$ cat config.mk
export PLATFORM = sky130hd
export DESIGN_NAME = vending_machine_multi
export DESIGN_NICKNAME = d
export VERILOG_FILES = /design/src/rtl/vending_pkg.sv /design/src/rtl/vend_stock_bank.sv /design/src/rtl/vending_machine_multi.sv
export SDC_FILE = /design/constraint.sdc
export NUM_CORES = 1
export LEC_CHECK = 0
export ABC_AREA = 0
export CAP_MARGIN = 20
export CORE_ASPECT_RATIO = 0.9
export CORE_MARGIN = 1.5
export CORE_UTILIZATION = 65
export CTS_CLUSTER_DIAMETER = 150
export DETAILED_ROUTE_END_ITERATION = 7
export DONT_BUFFER_PORTS = 1
export PLACE_DENSITY = 0.81
export SLEW_MARGIN = 20
export SYNTH_ARGS = -nofsm -noshare
export SYNTH_HDL_FRONTEND = slang
export SYNTH_SLANG_ARGS = --single-unit
$ cat constraint.sdc
create_clock -name i_clk -period 7 [get_ports i_clk]
set_clock_uncertainty 0.2 [all_clocks]
set_input_delay 1.4 -clock i_clk [delete_from_list [all_inputs] [get_ports i_clk]]
set_output_delay 1.4 -clock i_clk [all_outputs]
set_load 0.01 [all_outputs]
$ cat src/rtl/vending_pkg.sv
// Shared types and constants for the multi-item vending machine:
// FSM states, error codes and the product price table.
package vending_pkg;

    typedef enum logic [1:0] {
        IDLE   = 2'd0,
        CREDIT = 2'd1,
        VEND   = 2'd2,
        CHANGE = 2'd3
    } state_t;

    localparam logic [1:0] ERR_NONE     = 2'b00;
    localparam logic [1:0] ERR_FUNDS    = 2'b01;
    localparam logic [1:0] ERR_SOLD_OUT = 2'b10;
    localparam logic [1:0] ERR_COIN     = 2'b11;

    // Items beyond the four listed products fall back to the top price.
    function automatic logic [7:0] price_of(input logic [3:0] idx);
        case (idx)
            4'd0:    return 8'd15;
            4'd1:    return 8'd25;
            4'd2:    return 8'd50;
            default: return 8'd100;
        endcase
    endfunction

endpackage

$ cat src/rtl/vend_stock_bank.sv
// Per-item stock counters: reload wins over decrement, counters saturate at
// zero, and an empty flag per item feeds the sold-out check.
module vend_stock_bank #(
    parameter int N_ITEMS    = 4,
    parameter int STOCK_W    = 4,
    parameter int INIT_STOCK = 8,
    localparam int SEL_W     = $clog2(N_ITEMS)
) (
    input  logic                             clk,
    input  logic                             rst_n,
    input  logic                             reload,
    input  logic                             dec_en,
    input  logic [SEL_W-1:0]                 dec_idx,
    output logic [N_ITEMS-1:0]               empty
);

    logic [N_ITEMS-1:0][STOCK_W-1:0] stock;

    for (genvar g = 0; g < N_ITEMS; g++) begin : g_item
        logic [STOCK_W-1:0] cnt;

        always_ff @(posedge clk or negedge rst_n) begin
            if (!rst_n)
                cnt <= STOCK_W'(INIT_STOCK);
            else if (reload)
                cnt <= STOCK_W'(INIT_STOCK);
            else if (dec_en && dec_idx == SEL_W'(g) && cnt != '0)
                cnt <= cnt - STOCK_W'(1);
        end

        assign stock[g] = cnt;
        assign empty[g] = (stock[g] == '0);
    end

endmodule

$ cat src/rtl/vending_machine_multi.sv
// Multi-item vending machine: coin credit accumulation, priced selection
// with sold-out / funds checks, one-cycle vend pulse and change refund.
module vending_machine_multi
    import vending_pkg::*;
#(
    parameter int N_ITEMS    = 4,
    parameter int MONEY_W    = 6,
    parameter int CREDIT_W   = 8,
    parameter int STOCK_W    = 4,
    parameter int INIT_STOCK = 8,
    localparam int SEL_W     = $clog2(N_ITEMS)
) (
    input  logic                i_clk,
    input  logic                i_resetn,
    input  logic                i_coin_valid,
    input  logic [MONEY_W-1:0]  i_money_in,
    input  logic                i_select_valid,
    input  logic [SEL_W-1:0]    i_select,
    input  logic                i_cancel,
    input  logic                i_restock,
    output logic                o_dispense,
    output logic [SEL_W-1:0]    o_item,
    output logic                o_change,
    output logic [CREDIT_W-1:0] o_change_amt,
    output logic [CREDIT_W-1:0] o_credit,
    output logic                o_busy,
    output logic [1:0]          o_err
);

    state_t              state;
    logic [CREDIT_W-1:0] credit;
    logic [N_ITEMS-1:0]  empty;

    logic [CREDIT_W:0]   coin_sum;
    logic [31:0]         sel_price;
    logic                in_range;
    logic                sel_empty;
    logic                sel_funds;
    logic [CREDIT_W-1:0] vend_price;

    vend_stock_bank #(
        .N_ITEMS   (N_ITEMS),
        .STOCK_W   (STOCK_W),
        .INIT_STOCK(INIT_STOCK)
    ) u_stock (
        .clk    (i_clk),
        .rst_n  (i_resetn),
        .reload (i_restock),
        .dec_en (state == VEND),
        .dec_idx(o_item),
        .empty  (empty)
    );

    // Selection is judged against stored credit; a same-cycle coin never counts.
    always_comb begin
        coin_sum   = {1'b0, credit} + (CREDIT_W+1)'(i_money_in);
        sel_price  = 32'(price_of(4'(i_select)));
        in_range   = ({1'b0, i_select} < (SEL_W+1)'(N_ITEMS));
        sel_empty  = in_range ? empty[i_select] : 1'b1;
        sel_funds  = (32'(credit) >= sel_price);
        vend_price = CREDIT_W'(price_of(4'(o_item)));
    end

    assign o_credit = credit;

    always_ff @(posedge i_clk or negedge i_resetn) begin
        if (!i_resetn) begin
            state        <= IDLE;
            credit       <= '0;
            o_dispense   <= 1'b0;
            o_item       <= '0;
            o_change     <= 1'b0;
            o_change_amt <= '0;
            o_busy       <= 1'b0;
            o_err        <= ERR_NONE;
        end else begin
            o_dispense   <= 1'b0;
            o_change     <= 1'b0;
            o_change_amt <= '0;
            o_err        <= ERR_NONE;
            case (state)
                IDLE, CREDIT: begin
                    if (i_cancel) begin
                        if (i_coin_valid) o_err <= ERR_COIN;
                        if (credit != '0) begin
                            state        <= CHANGE;
                            o_change     <= 1'b1;
                            o_change_amt <= credit;
                            o_busy       <= 1'b1;
                        end
                    end else if (i_select_valid) begin
                        // A failed selection reports its own code over the ignored coin.
                        if (i_coin_valid) o_err <= ERR_COIN;
                        if (sel_empty)
                            o_err <= ERR_SOLD_OUT;
                        else if (!sel_funds)
                            o_err <= ERR_FUNDS;
                        else begin
                            state      <= VEND;
                            o_dispense <= 1'b1;
                            o_item     <= i_select;
                            o_busy     <= 1'b1;
                        end
                    end else if (i_coin_valid) begin
                        if (coin_sum[CREDIT_W])
                            o_err <= ERR_COIN;
                        else begin
                            credit <= coin_sum[CREDIT_W-1:0];
                            state  <= CREDIT;
                        end
                    end
                end
                VEND: begin
                    if (i_coin_valid) o_err <= ERR_COIN;
                    credit       <= credit - vend_price;
                    o_change     <= (credit != vend_price);
                    o_change_amt <= credit - vend_price;
                    state        <= CHANGE;
                end
                CHANGE: begin
                    if (i_coin_valid) o_err <= ERR_COIN;
                    credit <= '0;
                    o_busy <= 1'b0;
                    state  <= IDLE;
                end
                default: state <= IDLE;
            endcase
        end
    end

endmodule

==> results of run 1 <==
[final timing paths]
kind | end | cells after the start
max | o_busy | 10
min | u_stock.g_item[1].cnt[3] | 2
max reg2reg | o_credit[4] | 10
min reg2reg | u_stock.g_item[1].cnt[3] | 2
min in group asynchronous | state[0] | 0
max in group asynchronous | u_stock.g_item[2].cnt[3] | 0
[sequential cells by signal, indices dropped and copies added, names as in the netlist]
register,flops
o_busy,1
o_change,1
o_change_amt,8
o_credit,8
o_dispense,1
o_err,2
o_item,2
state,2
u_stock.g_item.cnt,16
[per-stage QoR]
stage / utilization (%) / instance area (sq um) / hold slack (ns) / cells / worst slack (ns)
finish: 72.9 / 3050 / 0.351 / 367 / 3.54
floorplan: - / 2900 / 0.304 / 306 / 3.42
global route: 72.9 / 3050 / 0.382 / 367 / 3.41
CTS: 72.9 / 3050 / 0.353 / 367 / 3.55
global placement: 70.4 / 2940 / 0.338 / 359 / 3.30
detailed placement: 70.4 / 2940 / 0.339 / 359 / 3.25
[worst register-to-register path: stages, from the launching register on]
cell and delay (ns):
dfrtp_1 0.52, inv_1 0.18, ha_1 0.25, nor2_1 0.14, inv_1 0.06, ha_1 0.21, fa_1 0.38, nor2b_1 0.21
o21ai_0 0.11, a211oi_1 0.37, o22a_1 0.18
[layout make-up]
| type | count | share of cell area [%] |
|---|---|---|
| Clock buffer | 6 | 2.38 |
| Clock inverter | 2 | 1.15 |
| Inverter | 27 | 3.32 |
| Multi-Input combinational cell | 231 | 56.9 |
| Sequential cell | 41 | 33.8 |
| Tap cell | 60 | 2.46 |
[Yosys cell counts, types with 6 or more instances]
cell / instances / area (sq um)
a211oi_1: 7 / 52.6
a21o_1: 8 / 60.1
a21oi_1: 14 / 70.1
dfrtp_1: 37 / 926
ha_1: 36 / 450
inv_1: 27 / 101
nand2_1: 13 / 48.8
nand2b_1: 6 / 37.5
nor2_1: 31 / 116
nor3_1: 9 / 45.0
nor3b_1: 11 / 82.6
o21a_1: 6 / 45.0
o21ai_0: 14 / 70.1
xnor2_1: 7 / 61.3
xor2_1: 6 / 52.6
[routing by layer]
layer	up-vias	share of wire (%)
li1	1100	-
met1	1063	47
met2	64	46
met3	9	6.4
met4	0	0.95
met5	-	0
[power breakdown]
| part | internal [mW] | total, mW | switching (mW) | leakage [nW] |
|---|---|---|---|---|
| Clock | 0.106 | 0.186 | 0.0805 | 0.0552 |
| Sequential | 0.322 | 0.469 | 0.147 | 0.519 |
| Combinational | 0.342 | 0.773 | 0.431 | 0.857 |
[cells by family (layout without fill, tap and decap cells)]
logic type | after synthesis | after routing
buffers and inverters | 34 | 35
flip-flops | 41 | 41
adder cells (fa/ha/maj) | 38 | 38
multiplexers | 6 | 6
AO/OA/AOI/OAI | 73 | 73
XOR/XNOR | 13 | 13
AND/OR/NAND/NOR | 101 | 101
==> qor.csv, run 1 <==
stage;metric;value;unit
clocking;cts_tree;yes;
floorplan;dieHeight;66.3;um
power_and_ir_drop;worst_ir_drop_vdd;0.369;mV
worst_setup_path;rr_startpoint;o_item[0];
logic_synthesis;synth-main-ff-cell;dfrtp_1;
worst_setup_path;critPathArrivalTime;3.44;ns
finish;ff_latch_area;1030;sq um
clocking;path_clk_slew;0.08;ns
finish;final_cell_mix;dfrtp_1 (37), ha_1 (36), nor2_1 (31), inv_1 (27);
grt;grt_max_degree;42;
grt;track_usage;28.1;%
sta;tightest_slew;0.689;ns
drt;wl_per_cell;16.9;um
worst_hold_path;hp-start;u_stock.g_item[1].cnt[3];
finish;layout.nets;358;
clocking;postCtsSetupRepairBufs;0;
drt;vias;2236;
worst_setup_path;critPathLaunch;i_select[1];
grt;grt_antenna_before_repair;0;
clocking;ctsHoldBuffers;0;
floorplan;row_count;22;
logic_synthesis;synth_compound_area_share;17.2;%
grt;grtUsageMet3;7.93;%
drt;drt_iter0_drc;123;
grt;grt-ovfl-total;0;
sta;fin_tns_setup;0;ns
logic_synthesis;netlist_instances;306;
sta;relSlewSlack;54.0;%
logic_synthesis;synthArstFlopShare;100;%
finish;drive_gt1_share;5.21;%
worst_setup_path;max_stage_delay;0.35;ns
logic_synthesis;synth_edf_count;0;
power_and_ir_drop;design_power_total;1.43;mW
logic_synthesis;synth-warning-count;0;
logic_synthesis;synth.yosys.seq_area_share;35.6;%
worst_hold_path;hp-class;flop to flop;
drt;ant_nets;0;
sta;setup-violations-final;0;
sta;rsz0062_at_grt;false;
outcome;status;finished clean;
finish;final_common_cell;dfrtp_1;
logic_synthesis;syn-cell-area;2900;sq um
placement;dpl.hpwl;4570;um
logic_synthesis;synth_xor_area_share;3.93;%
clocking;cts_resized;0;
placement;gp_congestion;0.838;
floorplan;io_pins;37;
placement;port_buffers;0;
logic_synthesis;synth-simple-area-share;19.3;%
grt;grt_use_met1;38.9;%
clocking;clkSinkCount;41;
finish;fill_cells;318;
clocking;cts_buffers;5;
clocking;cts_max_path_buffers;2;
worst_setup_path;path_class;primary input to flop;
grt;busiest_layer;met2;
worst_setup_path;timing.critical_path.buf_inv;2;
job;drv_cap;0;
logic_synthesis;syn_nets;358;
grt;met2_usage;43.9;%
logic_synthesis;muxShareOfSynthArea;2.55;%
drt;dr.pass1.iters;4;
worst_setup_path;crit_slowest_cell;a21oi_1;
drt;wirelength;6190;um
clocking;clkLatencyLatePin;0.29;ns
logic_synthesis;avgSynthCellArea;9.47;sq um
worst_setup_path;path_cells;inv_1 > ha_1 > o21ai_0 > inv_1 > ha_1 > nand2b_1 > a211o_1 > a21oi_1 > nor3_1 > o311a_1;
sta;period_share;49.4;%
clocking;root_buffer;clkbuf_8;
power_and_ir_drop;power.leakage;1.43;nW
finish;multi_input_area;1740;sq um
floorplan;dieArea;4870;sq um
floorplan;core;4180;sq um
drt;drc;0;
power_and_ir_drop;power_density;468;nW/um^2
sta;hold_viol_final;0;
worst_setup_path;cp-end-kind;flop;
worst_setup_path;path_max_fanout;4;
finish;area_growth_syn_to_layout;5.31;%
worst_setup_path;worstPathRequired;6.98;ns
logic_synthesis;synth_top_family_by_area;simple AND/OR/NAND/NOR gates;
finish;n_antenna_cell;0;
floorplan;initial_core_util;69.3;%
sta;drv_slew;0;
logic_synthesis;ys_types;49;
worst_setup_path;worstSetupStartpointType;primary input;
logic_synthesis;synthAdderAreaFrac;16.9;%
sta;min_period;3.46;ns
grt;grt_pass1_vias;2146;
drt;routed_via_density;6.09;
worst_setup_path;rrSetupSlack;4.14;ns
floorplan;die_x;73.4;um
logic_synthesis;ys_ff_latch;41;
clocking;htreeDepth;2;
sta;timing.fmax;289;MHz
grt;grt_first_pass_wirelength;10400;um
worst_setup_path;path_delay_family;compound AO/OA/AOI/OAI gates;
(Power assumes the default switching activity.)
==> run 2, diff against run 1 <==
--- a/config.mk
+++ b/config.mk
@@ -5,15 +5,15 @@
 export SDC_FILE = /design/constraint.sdc
 export NUM_CORES = 1
 export LEC_CHECK = 0
-export ABC_AREA = 0
+export ABC_AREA = 1
 export CAP_MARGIN = 20
 export CORE_ASPECT_RATIO = 0.9
 export CORE_MARGIN = 1.5
-export CORE_UTILIZATION = 65
+export CORE_UTILIZATION = 58
 export CTS_CLUSTER_DIAMETER = 150
 export DETAILED_ROUTE_END_ITERATION = 7
 export DONT_BUFFER_PORTS = 1
-export PLACE_DENSITY = 0.81
+export PLACE_DENSITY = 0.76
 export SLEW_MARGIN = 20
 export SYNTH_ARGS = -nofsm -noshare
 export SYNTH_HDL_FRONTEND = slang
==> constraint.sdc (replaced) <==
create_clock -name i_clk -period 2.84 [get_ports i_clk]
set_clock_uncertainty 0.2 [all_clocks]
set_input_delay 0.568 -clock i_clk [delete_from_list [all_inputs] [get_ports i_clk]]
set_output_delay 0.568 -clock i_clk [all_outputs]
set_load 0.01 [all_outputs]
==> qor.csv, run 2 <==
stage;metric;value;unit;change
logic_synthesis;synthArstFlopShare;100;%;unchanged
logic_synthesis;synth_edf_count;0;;unchanged
placement;dp_cells;437;;was 359
logic_synthesis;syn_nets;428;;was 358
drt;dr.pass1.iters;5;;was 4
placement;port_buffers;0;;unchanged
outcome;status;finished clean;;unchanged
job;drv_cap;0;;unchanged
clocking;cts_tree;yes;;unchanged
worst_setup_path;cp.depth;13;;was 10
sta;fin_tns_setup;0;ns;unchanged
drt;drc;0;;unchanged
logic_synthesis;synth.yosys.seq_area_share;35.4;%;was 35.6%
clocking;cts_max_path_buffers;2;;unchanged
clocking;path_clk_slew;0.08;ns;about the same
floorplan;io_pins;37;;unchanged
worst_setup_path;rr_worst_depth;13;;was 10
grt;grt_pass1_vias;2286;;was 2146
floorplan;dieArea;5450;sq um;was 4870 sq um
worst_setup_path;path_cells;inv_1 > ha_1 > nor2_1 > inv_1 > ha_1 > fa_1 > o21ai_1 > a21o_1 > nand2_1 > nand3_1 > nand2_1 > nand2_1 > nand2_1;;was inv_1 > ha_1 > o21ai_0 > inv_1 > ha_1 > nand2b_1 > a211o_1 > a21oi_1 > nor3_1 > o311a_1
clocking;cts_buffers;5;;unchanged
grt;track_usage;25.2;%;was 28.1%
logic_synthesis;ys_types;35;;was 49
finish;stdcell_count;447;;was 367
finish;layout.nets;433;;was 358
clocking;htreeDepth;2;;unchanged
drt;routed_via_density;5.52;;was 6.09
sta;setup-violations-final;0;;unchanged
floorplan;row_count;24;;was 22
finish;area_growth_syn_to_layout;5.98;%;was 5.31%
power_and_ir_drop;power.leakage;1.63;nW;was 1.43 nW
floorplan;dieHeight;70.2;um;was 66.3 um
logic_synthesis;synthTopCellsByArea;dfrtp_1 (32%), ha_1 (15%), nand2_1 (11%), inv_1 (6.7%), a21oi_1 (5.0%);;was dfrtp_1 (32%), ha_1 (16%), nor2_1 (4.0%), dfstp_2 (3.6%), inv_1 (3.5%)
worst_setup_path;crit_path_frequent_cell;nand2_1;;
sta;relSlewSlack;72.0;%;was 54.0%
logic_synthesis;synth_common_cells;nand2_1 (88), inv_1 (52), dfrtp_1 (37);;was dfrtp_1 (37), ha_1 (36), nor2_1 (31)
logic_synthesis;avgSynthCellArea;7.74;sq um;was 9.47 sq um
logic_synthesis;syn-cell-area;2910;sq um;was 2900 sq um
worst_setup_path;path_class;flop to flop;;was primary input to flop
logic_synthesis;synth-main-ff-cell;dfrtp_1;;unchanged
power_and_ir_drop;design_power_total;3.33;mW;was 1.43 mW
worst_setup_path;critPathLaunch;o_item[0];;was i_select[1]
logic_synthesis;ys_ff_latch;41;;unchanged
worst_setup_path;worstSetupStartpointType;flop;;was primary input
worst_hold_path;hp-class;primary input to flop;;was flop to flop
worst_setup_path;worstPathRequired;2.83;ns;was 6.98 ns
worst_setup_path;critPathArrivalTime;2.60;ns;was 3.44 ns
drt;ant_nets;0;;unchanged
placement;gp_congestion;0.904;;was 0.838
drt;vias;2467;;was 2236
power_and_ir_drop;power_density;1080;nW/um^2;was 468 nW/um^2
clocking;root_buffer;clkbuf_8;;unchanged
grt;grt-ovfl-total;0;;unchanged
grt;grt_first_pass_wirelength;10600;um;was 10400 um
worst_setup_path;path_max_fanout;5;;was 4
worst_setup_path;cp-end-kind;flop;;unchanged
placement;dpl.hpwl;4900;um;was 4570 um
worst_setup_path;r2r_end;o_credit[6];;was o_credit[4]
logic_synthesis;synth.most_common_cell;nand2_1;;was dfrtp_1
worst_setup_path;timing.critical_path.buf_inv;2;;unchanged
finish;regMostFlops;u_stock.g_item.cnt;;unchanged
sta;min_period;2.61;ns;
worst_hold_path;min_to;u_stock.g_item[1].cnt[0];;was u_stock.g_item[1].cnt[3]
clocking;clkSinkCount;41;;unchanged
worst_setup_path;crit_slowest_cell;dfrtp_2;;was a21oi_1
grt;grt_antenna_before_repair;0;;unchanged
floorplan;core;4830;sq um;was 4180 sq um
power_and_ir_drop;worst_ir_drop_vdd;0.558;mV;was 0.369 mV
worst_hold_path;hp-start;i_restock;;was u_stock.g_item[1].cnt[3]
worst_setup_path;rrSetupSlack;0.23;ns;was 4.14 ns
sta;rsz0062_at_grt;false;;unchanged
finish;final_cell_mix;nand2_1 (88), inv_1 (52), ha_1 (36), dfrtp_1 (36), a21oi_1 (29);;was dfrtp_1 (37), ha_1 (36), nor2_1 (31), inv_1 (27)
floorplan;initial_core_util;60.2;%;was 69.3%
logic_synthesis;yosysTopAreaCell;dfrtp_1;;unchanged
worst_setup_path;max_stage_delay;0.43;ns;was 0.35 ns
placement;place_ws;0.190;ns;was 3.25 ns
floorplan;die_x;77.7;um;was 73.4 um
sta;timing.fmax;384;MHz;
finish;largest_reg_flops;16;;unchanged
worst_hold_path;worstHoldPathCells;1;;was 2
sta;period_share;91.8;%;
finish;n_antenna_cell;0;;unchanged
logic_synthesis;synth-warning-count;0;;unchanged
drt;drt_iter0_drc;208;;was 123
drt;wirelength;6360;um;was 6190 um
logic_synthesis;netlist_instances;376;;was 306
sta;drv_slew;0;;unchanged
clocking;clkLatencyLatePin;0.30;ns;was 0.29 ns
logic_synthesis;synth.top_cell.area_share;31.8;%;was 32.0%
grt;grt_max_degree;42;;unchanged
sta;hold_viol_final;0;;unchanged
worst_setup_path;path_delay_family;adder cells;;was compound AO/OA/AOI/OAI gates
sta;layout_setup_ws;0.233;ns;was 3.54 ns
worst_setup_path;rr_startpoint;o_item[0];;unchanged
finish;drive_gt1_share;8.12;%;was 5.21%
sta;tightest_slew;0.420;ns;was 0.689 ns
drt;wl_per_cell;14.2;um;was 16.9 um
finish;final_common_cell;nand2_1;;was dfrtp_1
[run 2: cells by family after synthesis]
family,after synthesis,share of synthesized area (%)
AO/OA/AOI/OAI,79,14.7
flip-flops,41,35.4
XOR/XNOR,2,0.602
AND/OR/NAND/NOR,155,24.3
buffers and inverters,61,8.08
adder cells (fa/ha/maj),38,16.9
[run 2: where the power goes]
part | switching [mW] | total (mW) | internal [mW] | leakage, nW
logic | 1.19 | 1.90 | 0.709 | 1.06
clock network | 0.201 | 0.372 | 0.170 | 0.0450
registers | 0.281 | 1.06 | 0.780 | 0.521
[run 2: cell type report]
| class | instances | area, sq um |
|---|---|---|
| Clock buffer | 6 | 72.6 |
| Clock inverter | 2 | 10.0 |
| Fill cell | 418 | 1750 |
| Inverter | 57 | 214 |
| Multi-Input combinational cell | 274 | 1640 |
| Sequential cell | 41 | 1030 |
| Tap cell | 65 | 81.3 |
| Timing Repair Buffer | 2 | 30.0 |
[run 2: per-layer routing]
layer	routed length (um)	track usage [%]
met2	2830	37.4
met5	0	0
met4	155	10.3
met3	374	4.97
met1	3000	35.8
[run 2: worst max-delay path by stage]
stage | endpoint
finish | o_credit[6]
global route | o_credit[6]
CTS | o_credit[6]
detailed placement | o_credit[6]
global placement | o_credit[6]
floorplan | o_credit[6]
[run 2: repair_timing]
item,in CTS,in global routing
endpoints found under the setup margin,0,3
hold buffers,2,0
gates resized for setup,0,1
buffers inserted,0,0
hold endpoints to repair,41,0
[run 2: metrics by stage]
step / hold WS [ns] / util [%] / cell area, sq um
after global routing: 0.114 / 63.8 / 3080
after global placement: 0.0734 / 61.4 / 2970
after floorplan: 0.0724 / - / 2910
after CTS: 0.112 / 63.8 / 3080
final: 0.120 / 63.8 / 3080
after detailed placement: 0.0733 / 61.4 / 2970
==> run 3, diff against run 2 <==
--- a/config.mk
+++ b/config.mk
@@ -9,11 +9,10 @@
 export CAP_MARGIN = 20
 export CORE_ASPECT_RATIO = 0.9
 export CORE_MARGIN = 1.5
-export CORE_UTILIZATION = 58
+export CORE_UTILIZATION = 34
 export CTS_CLUSTER_DIAMETER = 150
 export DETAILED_ROUTE_END_ITERATION = 7
 export DONT_BUFFER_PORTS = 1
-export PLACE_DENSITY = 0.76
 export SLEW_MARGIN = 20
 export SYNTH_ARGS = -nofsm -noshare
 export SYNTH_HDL_FRONTEND = slang
==> qor.csv, run 3 (synthesis gave the netlist of run 2 again) <==
stage;metric;value;unit;change
outcome;status;finished clean;;unchanged
clocking;htreeDepth;2;;unchanged
power_and_ir_drop;power_density;1050;nW/um^2;was 1080 nW/um^2
floorplan;core;8180;sq um;was 4830 sq um
sta;layout_setup_ws;0.272;ns;was 0.233 ns
drt;vias;2403;;was 2467
placement;gp_congestion;0.836;;was 0.904
finish;design_area;3160;sq um;was 3080 sq um
job;drv_cap;0;;unchanged
clocking;cts_buffers;5;;unchanged
floorplan;row_count;31;;was 24
placement;placed_area;3050;sq um;was 2970 sq um
finish;largest_reg_flops;16;;unchanged
finish;n_antenna_cell;0;;unchanged
sta;hold_viol_final;0;;unchanged
sta;relSlewSlack;72.8;%;was 72.0%
placement;port_buffers;0;;unchanged
grt;grt-ovfl-total;0;;unchanged
worst_setup_path;max_stage_delay;0.44;ns;was 0.43 ns
clocking;path_clk_slew;0.08;ns;about the same
power_and_ir_drop;worst_ir_drop_vdd;0.305;mV;was 0.558 mV
sta;period_share;90.4;%;was 91.8%
finish;area_growth_syn_to_layout;8.64;%;was 5.98%
worst_setup_path;path_max_fanout;5;;unchanged
clocking;clkSinkCount;41;;unchanged
power_and_ir_drop;power.leakage;1.63;nW;about the same
clocking;root_buffer;clkbuf_8;;unchanged
grt;grt_max_degree;42;;unchanged
sta;min_period;2.57;ns;was 2.61 ns
sta;fin_tns_setup;0;ns;unchanged
grt;grt_first_pass_wirelength;11400;um;was 10600 um
grt;grt_antenna_before_repair;0;;unchanged
placement;dpl.hpwl;5180;um;was 4900 um
placement;place_ws;0.209;ns;was 0.190 ns
worst_setup_path;path_cells;inv_1 > ha_1 > nor2_1 > inv_1 > ha_1 > fa_1 > o21ai_1 > a21o_1 > nand2_1 > nand3_1 > o21ai_0;;was inv_1 > ha_1 > nor2_1 > inv_1 > ha_1 > fa_1 > o21ai_1 > a21o_1 > nand2_1 > nand3_1 > nand2_1 > nand2_1 > nand2_1
drt;wl_per_cell;13.2;um;was 14.2 um
worst_hold_path;hp-class;primary input to flop;;unchanged
worst_setup_path;worstSetupStartpointType;flop;;unchanged
worst_setup_path;cp-end-kind;flop;;unchanged
sta;timing.fmax;389;MHz;was 384 MHz
finish;final_cell_mix;nand2_1 (88), inv_1 (52), ha_1 (36), dfrtp_1 (36), a21oi_1 (29);;unchanged
floorplan;dieArea;9120;sq um;was 5450 sq um
sta;setup-violations-final;0;;unchanged
drt;ant_nets;0;;unchanged
worst_setup_path;critPathArrivalTime;2.52;ns;was 2.60 ns
clocking;cts_tree;yes;;unchanged
floorplan;dieHeight;90.8;um;was 70.2 um
finish;stdcell_count;499;;was 447
floorplan;die_x;101;um;was 77.7 um
drt;routed_via_density;4.82;;was 5.52
drt;dr.pass1.iters;4;;was 5
sta;rsz0062_at_grt;false;;unchanged
sta;drv_slew;0;;unchanged
worst_setup_path;path_class;flop to flop;;unchanged
clocking;cts_max_path_buffers;2;;unchanged
finish;fill_cells;833;;was 418
worst_setup_path;path_delay_family;adder cells;;unchanged
clocking;clkLatencyLatePin;0.29;ns;was 0.30 ns
drt;wirelength;6610;um;was 6360 um
finish;drive_gt1_share;8.59;%;was 8.12%
drt;drt_iter0_drc;163;;was 208
grt;track_usage;15.5;%;was 25.2%
finish;regMostFlops;u_stock.g_item.cnt;;unchanged
worst_setup_path;crit_slowest_cell;dfrtp_2;;unchanged
placement;dp_cells;489;;was 437
worst_setup_path;worstPathRequired;2.79;ns;was 2.83 ns
finish;final_common_cell;nand2_1;;unchanged
floorplan;initial_core_util;35.6;%;was 60.2%
drt;drc;0;;unchanged
sta;tightest_slew;0.408;ns;was 0.420 ns
finish;layout.nets;435;;was 433
worst_setup_path;timing.critical_path.buf_inv;2;;unchanged
grt;grt_pass1_vias;2267;;was 2286
floorplan;io_pins;37;;unchanged
-- run 3: worst reg2reg max path: cells and delay by family (launching register included) --
kind            cells  cell delay, ns
compound gates      3            0.56
fa+ha+maj           3            0.82
buf+inv             2            0.14
flops               1            0.44
simple gates        3            0.28
-- run 3: routing by layer --
layer | wire, um | vias up | track usage (%)
met2 | 2910 | 38 | 23.6
met3 | 356 | 4 | 3.64
li1 | - | 1249 | -
met4 | 36 | 0 | 2.46
met1 | 3310 | 1112 | 22.5
met5 | 0 | - | 0
-- run 3: repair_timing --
item                                   CTS  global route
endpoints found under the hold margin   41             0
buffers inserted                         0             0
hold buffers                             2             0
gates resized for setup                  0             1
setup endpoints to repair                0             2
-- run 3: final timing paths --
| path | startpoint | to | slack (ns) | cells past startpoint |
|---|---|---|---|---|
| max | o_item[0] | o_change_amt[6] | 0.27 | 11 |
| min | i_restock | u_stock.g_item[1].cnt[0] | 0.14 | 1 |
| max reg2reg | o_item[0] | o_change_amt[6] | 0.27 | 11 |
| min reg2reg | u_stock.g_item[1].cnt[3] | u_stock.g_item[1].cnt[3] | 0.32 | 2 |
| max in group asynchronous | i_resetn | u_stock.g_item[0].cnt[3] | 1.61 | 2 |
| min in group asynchronous | i_resetn | o_busy | 0.56 | 2 |
-- run 3: per-stage QoR --
stage	total power [mW]	util (%)	hold slack, ns
after detailed placement	2.95	37.2	0.0735
after floorplan	2.50	-	0.0724
after global routing	3.72	38.6	0.125
final	3.32	38.6	0.141
after global placement	2.91	37.2	0.0736
after CTS	3.34	38.6	0.130
-- run 3: where the power goes --
group | leakage [nW] | switching [mW] | internal, mW | total (mW)
clock | 0.0450 | 0.194 | 0.170 | 0.365
sequential | 0.521 | 0.268 | 0.780 | 1.05
combinational | 1.07 | 1.19 | 0.722 | 1.91
total | 1.63 | 1.65 | 1.67 | 3.32
-- run 3: cell type report --
type | instances | area, sq um | area share (%)
clock buffer | 6 | 72.6 | 2.30
clock inverter | 2 | 10.0 | 0.317
inverter | 57 | 214 | 6.77
multi-input combinational | 274 | 1640 | 52.0
sequential | 41 | 1030 | 32.6
tap | 115 | 144 | 4.55
timing repair buffer | 4 | 45.0 | 1.42
